### src/rtl/instruction_dispatch_pkg.sv
// Shared definitions for the dual-instruction dispatch block: opcodes, fetch-request
// encodings and the 32-bit {type,dest,src1,src2} instruction packing.
package instruction_dispatch_pkg;

   localparam int FW = 8;

   localparam logic [7:0] OP_ADD = 8'h01;
   localparam logic [7:0] OP_MUL = 8'h02;

   localparam logic [1:0] SEL_NONE = 2'b00;
   localparam logic [1:0] SEL_ONE  = 2'b01;
   localparam logic [1:0] SEL_TWO  = 2'b10;

   typedef struct packed {
      logic [FW-1:0] op;
      logic [FW-1:0] dest;
      logic [FW-1:0] src1;
      logic [FW-1:0] src2;
   } inst_t;

   function automatic inst_t pack_inst(input logic [FW-1:0] op, input logic [FW-1:0] dest,
                                       input logic [FW-1:0] src1, input logic [FW-1:0] src2);
      inst_t r;
      r.op   = op;
      r.dest = dest;
      r.src1 = src1;
      r.src2 = src2;
      return r;
   endfunction

endpackage

### src/rtl/dispatch_fifo.sv
// In-order instruction buffer with two write and two read ports per cycle; exposes the
// head and head+1 entries combinationally from registered storage.
module dispatch_fifo #(
   parameter int DEPTH = 4,
   parameter int W     = 32,
   parameter int CW    = $clog2(DEPTH) + 1
) (
   input  logic          clk,
   input  logic          rst_n,
   input  logic [1:0]    wr_num_i,
   input  logic [W-1:0]  wr_data0_i,
   input  logic [W-1:0]  wr_data1_i,
   input  logic [1:0]    rd_num_i,
   output logic [W-1:0]  head_o,
   output logic [W-1:0]  head_next_o,
   output logic [CW-1:0] count_o
);
   import instruction_dispatch_pkg::*;

   localparam int AW = $clog2(DEPTH);

   logic [W-1:0]  mem_q [DEPTH];
   logic [AW-1:0] wr_ptr_q;
   logic [AW-1:0] rd_ptr_q;
   logic [CW-1:0] count_q;

   always_ff @(posedge clk or negedge rst_n) begin
      if (!rst_n) begin
         wr_ptr_q <= '0;
         rd_ptr_q <= '0;
         count_q  <= '0;
      end else begin
         wr_ptr_q <= wr_ptr_q + AW'(wr_num_i);
         rd_ptr_q <= rd_ptr_q + AW'(rd_num_i);
         count_q  <= count_q + CW'(wr_num_i) - CW'(rd_num_i);
      end
   end

   // Storage needs no reset: entries are only visible through count_q.
   always_ff @(posedge clk) begin
      if (wr_num_i != 2'd0) mem_q[wr_ptr_q] <= wr_data0_i;
      if (wr_num_i == 2'd2) mem_q[wr_ptr_q + AW'(1)] <= wr_data1_i;
   end

   assign head_o      = mem_q[rd_ptr_q];
   assign head_next_o = mem_q[rd_ptr_q + AW'(1)];
   assign count_o     = count_q;

endmodule

### src/rtl/instruction_dispatch.sv
// Buffers up to two fetched instructions per cycle and issues them in order to the ADD and
// MUL reservation stations, pairing head and head+1 when they target different stations.
module instruction_dispatch #(
   parameter int DEPTH = 4,
   parameter int FW    = instruction_dispatch_pkg::FW
) (
   input  logic          clk,
   input  logic          rst_n,
   input  logic          inst1_valid,
   input  logic [FW-1:0] inst1_type,
   input  logic [FW-1:0] inst1_destination_reg,
   input  logic [FW-1:0] inst1_source_reg1,
   input  logic [FW-1:0] inst1_source_reg2,
   input  logic          inst2_valid,
   input  logic [FW-1:0] inst2_type,
   input  logic [FW-1:0] inst2_destination_reg,
   input  logic [FW-1:0] inst2_source_reg1,
   input  logic [FW-1:0] inst2_source_reg2,
   output logic [1:0]    select_instruction,
   output logic          add_issue_valid,
   input  logic          add_issue_ready,
   output logic [FW-1:0] add_issue_dest,
   output logic [FW-1:0] add_issue_src1,
   output logic [FW-1:0] add_issue_src2,
   output logic          mul_issue_valid,
   input  logic          mul_issue_ready,
   output logic [FW-1:0] mul_issue_dest,
   output logic [FW-1:0] mul_issue_src1,
   output logic [FW-1:0] mul_issue_src2,
   output logic          illegal_op,
   output logic          overflow_err,
   output logic [15:0]   issued_count
);
   import instruction_dispatch_pkg::*;

   localparam int CW = $clog2(DEPTH) + 1;
   localparam int IW = 4 * FW;

   logic [IW-1:0] head, head_next, pk1, pk2, wr_data0;
   logic [CW-1:0] count, free_now, count_next, free_next;
   logic [1:0]    rd_num, wr_num, select_d, select_q;
   logic          head_vld, next_vld, head_add, head_mul, head_ill, head_xfer;
   logic          pair_add, pair_mul, add_fire, mul_fire, take1, take2, drop;
   logic          illegal_d, illegal_q, overflow_d, overflow_q;
   logic [16:0]   issued_sum;
   logic [15:0]   issued_d, issued_q;

   assign pk1 = {inst1_type, inst1_destination_reg, inst1_source_reg1, inst1_source_reg2};
   assign pk2 = {inst2_type, inst2_destination_reg, inst2_source_reg1, inst2_source_reg2};

   dispatch_fifo #(.DEPTH(DEPTH), .W(IW), .CW(CW)) u_fifo (
      .clk        (clk),
      .rst_n      (rst_n),
      .wr_num_i   (wr_num),
      .wr_data0_i (wr_data0),
      .wr_data1_i (pk2),
      .rd_num_i   (rd_num),
      .head_o     (head),
      .head_next_o(head_next),
      .count_o    (count)
   );

   always_comb begin
      head_vld  = (count != '0);
      next_vld  = (count >= CW'(2));
      head_add  = head_vld && (head[IW-1 -: FW] == FW'(OP_ADD));
      head_mul  = head_vld && (head[IW-1 -: FW] == FW'(OP_MUL));
      head_ill  = head_vld && !head_add && !head_mul;
      head_xfer = (head_add && add_issue_ready) || (head_mul && mul_issue_ready);
      // head+1 may only ride along when the head leaves this cycle, so it can never overtake it
      pair_add  = head_mul && head_xfer && next_vld && (head_next[IW-1 -: FW] == FW'(OP_ADD));
      pair_mul  = head_add && head_xfer && next_vld && (head_next[IW-1 -: FW] == FW'(OP_MUL));

      add_issue_valid = head_add || pair_add;
      mul_issue_valid = head_mul || pair_mul;
      {add_issue_dest, add_issue_src1, add_issue_src2} = '0;
      {mul_issue_dest, mul_issue_src1, mul_issue_src2} = '0;
      if (head_add)      {add_issue_dest, add_issue_src1, add_issue_src2} = head[3*FW-1:0];
      else if (pair_add) {add_issue_dest, add_issue_src1, add_issue_src2} = head_next[3*FW-1:0];
      if (head_mul)      {mul_issue_dest, mul_issue_src1, mul_issue_src2} = head[3*FW-1:0];
      else if (pair_mul) {mul_issue_dest, mul_issue_src1, mul_issue_src2} = head_next[3*FW-1:0];

      add_fire = add_issue_valid && add_issue_ready;
      mul_fire = mul_issue_valid && mul_issue_ready;
      rd_num   = {1'b0, add_fire} + {1'b0, mul_fire} + {1'b0, head_ill};

      // Slots freed by this cycle's dequeue are reusable by this cycle's enqueue.
      free_now = CW'(DEPTH) - count + CW'(rd_num);
      take1    = inst1_valid && (free_now != '0);
      take2    = inst2_valid && (free_now >= (take1 ? CW'(2) : CW'(1)));
      wr_num   = {1'b0, take1} + {1'b0, take2};
      wr_data0 = take1 ? pk1 : pk2;
      drop     = (inst1_valid && !take1) || (inst2_valid && !take2);

      count_next = count - CW'(rd_num) + CW'(wr_num);
      free_next  = CW'(DEPTH) - count_next;
      if (free_next >= CW'(2))      select_d = SEL_TWO;
      else if (free_next == CW'(1)) select_d = SEL_ONE;
      else                          select_d = SEL_NONE;

      illegal_d  = head_ill;
      overflow_d = overflow_q || drop;
      issued_sum = {1'b0, issued_q} + 17'(add_fire) + 17'(mul_fire);
      issued_d   = issued_sum[16] ? 16'hFFFF : issued_sum[15:0];
   end

   always_ff @(posedge clk or negedge rst_n) begin
      if (!rst_n) begin
         select_q   <= SEL_NONE;
         illegal_q  <= 1'b0;
         overflow_q <= 1'b0;
         issued_q   <= '0;
      end else begin
         select_q   <= select_d;
         illegal_q  <= illegal_d;
         overflow_q <= overflow_d;
         issued_q   <= issued_d;
      end
   end

   assign select_instruction = select_q;
   assign illegal_op         = illegal_q;
   assign overflow_err       = overflow_q;
   assign issued_count       = issued_q;

endmodule

### config.mk
export PLATFORM = sky130hd
export DESIGN_NAME = instruction_dispatch
export DESIGN_NICKNAME = d
export VERILOG_FILES = /design/src/rtl/instruction_dispatch_pkg.sv /design/src/rtl/dispatch_fifo.sv /design/src/rtl/instruction_dispatch.sv
export SDC_FILE = /design/constraint.sdc
export NUM_CORES = 1
export LEC_CHECK = 0
export CORE_ASPECT_RATIO = 0.9
export CORE_MARGIN = 3
export CORE_UTILIZATION = 41
export CTS_BUF_LIST = sky130_fd_sc_hd__clkbuf_16
export DETAILED_ROUTE_END_ITERATION = 8
export HOLD_SLACK_MARGIN = 0.08
export PLACE_DENSITY_LB_ADDON = 0.3
export REMOVE_ABC_BUFFERS = 1
export SLEW_MARGIN = 25
export SYNTH_ARGS = -nofsm -noshare
export SYNTH_HDL_FRONTEND = slang
export SYNTH_HIERARCHICAL = 1
export SYNTH_SLANG_ARGS = --single-unit
### constraint.sdc
create_clock -name clk -period 8.37 [get_ports clk]
set_clock_uncertainty 0.1 [all_clocks]
set_input_delay 1.674 -clock clk [delete_from_list [all_inputs] [get_ports clk]]
set_output_delay 1.674 -clock clk [all_outputs]
set_load 0.01 [all_outputs]
Word-level counts from Yosys, hierarchy flattened:

Memory sizes are Yosys's and may differ from the RTL's.
Cells that the tools add are included.

* add/subtract/negate cells: 16
* multiply operators: 0
* div/mod/pow operators: 0
* magnitude comparators: 3
* eq/ne operators: 6
* shifts and indexed selects: 0
* multiplexer cells: 21
* bitwise operators: 0
* reductions and logical operators: 30

Operator list (count)
* $mux W8: 12
* $mux W32: 1
* $logic_and A1 B1 Y1: 18
* $add A16 B1 Y17: 1
* $add A17 B1 Y17: 1
* $eq A8 B1 Y1 const B: 2
* $eq A8 B2 Y1 const B: 2
* $mux W16: 1
* $add A3 B2 Y3: 3
* $ge A3 B2 Y1 const B: 2
* $reduce_bool A3 Y1: 2
* $sub A3 B2 Y3: 2
* $sub A3 B3 Y3 const A: 2
* $logic_or A1 B1 Y1: 5
* $mux W1: 5
* $add A1 B1 Y2: 2
* $add A2 B1 Y2 const B: 2
* $add A2 B2 Y2: 2
* $logic_not A1 Y1: 4
* $mux W2: 2
* $eq A3 B1 Y1 const B: 1
* $ge A3 B2 Y1: 1
* $add A2 B1 Y2: 1
* $eq A2 B2 Y1 const B: 1
* $reduce_bool A2 Y1: 1

* register bits after elaboration: 27
* latch bits: 0
* bits in writable memories: 128
* memory bits (read-only): 0
* output and inout port bits: 70
* memories: 1

Memory list
* u_fifo.mem_q: words 4, bits a word 32, read ports 2, clocked after Yosys merged registers in 0, wr ports 2, RTL line dispatch_fifo.sv:22 `logic [W-1:0] mem_q [DEPTH];`

Depth between registers and ports, before layout:

An unclocked memory read counts as a cell.

* word-level depth: 24
* depth in mapped cells: 26
* mapped depth without buffers: 22

By module:

The synthesis kept the hierarchy.

Modules (own cells, without submodules)
* dispatch_fifo: instances 1, cells an instance 384, area an instance 7626.1 um2, seq. area each 4018.9 um2
* instruction_dispatch: instances 1, cells an instance 291, area an instance 2285.9 um2, seq. area each 500.5 um2

Least setup slack after synthesis:

No wires, ideal clock.

* path type: register to register
* from: register u_fifo.rd_ptr_q[0]
* to: memory u_fifo.mem_q[0][0] (enable)
* setup time: 0.466 ns
* arrival time: 8.395 ns
* data required time: 7.804 ns
* setup slack: -0.591 ns
* stages on the path, launching flop included: 23
* path buffers: 4
* clock period less this slack: 8.961 ns
* cells stage by stage: dfrtp_1 > buf_4 > buf_2 > mux4_2 > or4_1 > buf_2 > nor4_4 > a31o_2 > and2_1 > fa_1 > inv_1 > ha_1 > fa_1 > nand2_1 > o21ai_1 > buf_2 > ha_1 > nand2b_1 > a211oi_1 > nor2b_1 > xnor2_1 > o21bai_1 > o21ai_0

RTL lines
* start, declared: RTL line dispatch_fifo.sv:24 `logic [AW-1:0] rd_ptr_q;`
* start signal, assigned: RTL line dispatch_fifo.sv:34 `rd_ptr_q <= rd_ptr_q + AW'(rd_num_i);`
* end, declared: RTL line dispatch_fifo.sv:22

==> results.yml <==
outcome:
  status: "finished clean"
grt:
  wire_length_of_the_first_global_routing_pass_mm: 37.7
  grt.overflow.total: 0
  antenna_found_initial: 0
  first_global_vias: 6616
  grt_util_all_layers_pct: 19.0
  grt_start_max_net_pins: 51
synthesis:
  synth_cell_types: 51
  syn_inst: 675
  synth.ff_latch_count: 155
  synth.yosys.warnings: 6
  synthFlopType: "edfxtp_1"
  synth.top_cells.by_area: "edfxtp_1, mux4_2, mux2_2"
  post_synthesis_cell_area_sq_um: 9910
  number_of_synthesized_flops_with_an_enable_pin: 128
  synth_top_area_share_pct: 38.8
  mean_cell_area_of_the_mapped_netlist_sq_um: 14.7
  synth_sequential_area_ratio_pct: 45.6
  share_of_flip_flops_with_an_asynchronous_set_or_reset_pct: 17.4
  yosysTopAreaCell: "edfxtp_1"
layout:
  syn_to_final_growth_pct: 23.1
  postLayoutCoreUtil_pct: 51.8
  n_antenna_cell: 0
  final_nets: 895
  post-route-cell-area_sq_um: 12200
  layout.cells.most_common: "clkdlybuf4s50_1"
  layout.cells.most_common_list: "clkdlybuf4s50_1, edfxtp_1, mux2_2"
  post_route_cells_drive_above_1_share_pct: 36.3
drt:
  route.final.wire_length_mm: 24.4
  routed-via-count: 6400
  ant_nets: 0
  detailedRoute.firstIterationViolations: 587
  wl_per_cell_um: 21.7
  post-route-drc-count: 0
  vias_per_cell: 5.69
  detail_route.first_pass.iterations: 5
cts:
  post_cts_buffers: 0
  cts_hold_repair.buffers: 0
  tritoncts.num_buffers: 17
  cts.path.max_buffers: 2
  tritoncts_clock_tree: "yes"
  cts-htree-levels: 4
  root_buffer_cell: "clkbuf_16"
  clk_latency_ns: 0.42
  post_cts.resized_instances: 0
  clock_sink_count: 155
  clkTransAtPathRegs_ns: 0.06
timing:
  worst_pin_slew_ns: 0.882
  finalMaxSlewViolations: 0
  setup_repair_after_global_routing_missed_its_margin: "false"
  max_freq_mhz: 131
  worst_slew_margin_rel_pct: 41.0
  finalWorstSetupSlack_ns: 0.762
  finalCritPeriodShare_pct: 90.9
  setup_viol: 0
  timing.final.crit_period_ns: 7.61
  hold_violations: 0
power_and_ir_drop:
  maximum_vdd_ir_drop_mv: 0.170
  power-per-cell-area_nw_per_um2: 339
  static-leakage-power_uw: 0.00420
floorplan:
  io_pins: 140
  area_of_the_core_sq_um: 23500
  starting_density_of_the_core_pct: 42.1
  fp.dieW_um: 170
  rows: 53
  design.die.area_sq_um: 26100
  die-height_um: 154
flow_run:
  maxCapViolations: 0
setup_path:
  worst-endpoint-arrival_ns: 7.63
  crit_type: "flop to flop"
  endpoint_kind: "flop"
  worst_setup_path_start_kind: "flop"
  critical-path-slowest-cell: "o21ai_4"
  delay_contributed_by_the_slowest_stage_of_the_critical_path_ns: 0.74
  cp_max_fo: 26
  cpMostUsedCell: "buf_4"
  crit_path_cell_trace: "buf_4 -> mux4_2 -> or2_0 -> nor4_4 -> buf_4 -> a21o_1 -> and2_1 -> fa_1 -> inv_1 -> ha_1 -> fa_1 -> xnor2_1 -> o21ai_4 -> ha_1 -> nand2b_1 -> a211oi_1 -> nor2b_1 -> nor2b_1 -> o21bai_1 -> o21ai_4 -> buf_4"
  endpoint_required_time_on_the_critical_path_ns: 8.39
placement:
  dp_hpwl_mm: 16.2
  gp_routability_congestion: 0.804
  post-place-ws_ns: 0.661
  dpl_cell_area_sq_um: 11700
  io_buffers: 139
hold_path:
  hp-class: "flop to flop"
==> metrics by stage <==
stage / instances / total power [uW] / TNS, ns / hold slack (ns)
floorplan: 628 / 2910 / -1332.21 / 0.417
global route: 1124 / 4390 / 0 / 0.439
global placement: 1090 / 3380 / 0 / 0.397
CTS: 1124 / 4160 / 0 / 0.413
finish: 1124 / 4130 / 0 / 0.417
detailed placement: 1092 / 3460 / 0 / 0.399
==> Yosys cell counts, types with 3 or more instances <==
master and instances:
a21oi_1 3, a32o_1 13, and3_1 4, buf_2 20
buf_4 6, buf_6 12, clkbuf_1 6, dfrtp_1 27
edfxtp_1 128, fa_1 7, ha_1 9, inv_1 11
mux2_2 102, mux2_4 59, mux4_2 64, nand2_1 76
nand2b_1 4, nand3_1 8, nand4_1 5, nor2_1 10
nor3_1 4, nor4_1 3, o21ai_0 20, o21ai_1 21
xnor2_1 16, xor2_1 3
==> final cells by class <==
cell class | instances | area, sq um
flip-flops and latches | 155 | 4520
well taps | 302 | 378
repair buffers | 162 | 1630
clock inverters | 15 | 101
fillers | 1945 | 11300
inverters | 11 | 41.3
multi-input cells | 462 | 5100
clock buffers | 17 | 425
==> critical path, delay by kind of cell, from the launching register on <==
kind,cells,cell delay (ns)
fa+ha+maj,4,1.18
compound gates,5,1.36
xor+xnor,1,0.39
simple gates,6,1.73
flops,1,0.61
buf+inv,4,1.32
mux,1,0.57
==> registers in the layout (all words and copies together), names as in the netlist <==
| name | flops |
|---|---|
| select_instruction | 2 |
| illegal_op | 1 |
| u_fifo/mem_q | 128 |
| u_fifo/rd_ptr_q | 2 |
| u_fifo/wr_ptr_q | 2 |
| overflow_err | 1 |
| issued_count | 16 |
| u_fifo/count_o | 3 |
==> path summary, 6_finish.rpt <==
path,from,end,slack (ns),cells past startpoint
worst min-delay path,overflow_err,overflow_err,0.42,1
min in group asynchronous,rst_n,overflow_err,1.53,2
worst min register to register,overflow_err,overflow_err,0.42,1
max in group asynchronous,rst_n,u_fifo/rd_ptr_q[0],6.33,2
worst max-delay path,u_fifo/rd_ptr_q[0],u_fifo/mem_q[0][18],0.76,21
worst max register to register,u_fifo/rd_ptr_q[0],u_fifo/mem_q[0][18],0.76,21
==> metal layers <==
| metal | vias up | track usage [%] | part of all wire [%] |
|---|---|---|---|
| met5 | - | 0 | 0 |
| met4 | 0 | 4.91 | 1.7 |
| met3 | 31 | 4.27 | 4.9 |
| met2 | 196 | 30.8 | 49 |
| met1 | 3258 | 26.0 | 45 |
| li1 | 2915 | - | - |
==> logic make-up (layout without fill, tap and decap cells) <==
family	after synthesis	count (layout)	synth area share, %
flops	155	155	45.6
simple gates	135	135	7.09
fa+ha+maj	16	16	2.55
xor+xnor	19	19	1.68
compound gates	64	64	4.09
buf+inv	58	205	3.60
mux	228	228	35.4
==> power by group <==
part | total, uW | switching, uW | internal [uW]
Sequential | 1500 | 196 | 1300
Combinational | 1940 | 917 | 1020
Clock | 692 | 314 | 378
No activity file was read; power rests on OpenSTA's default activity.
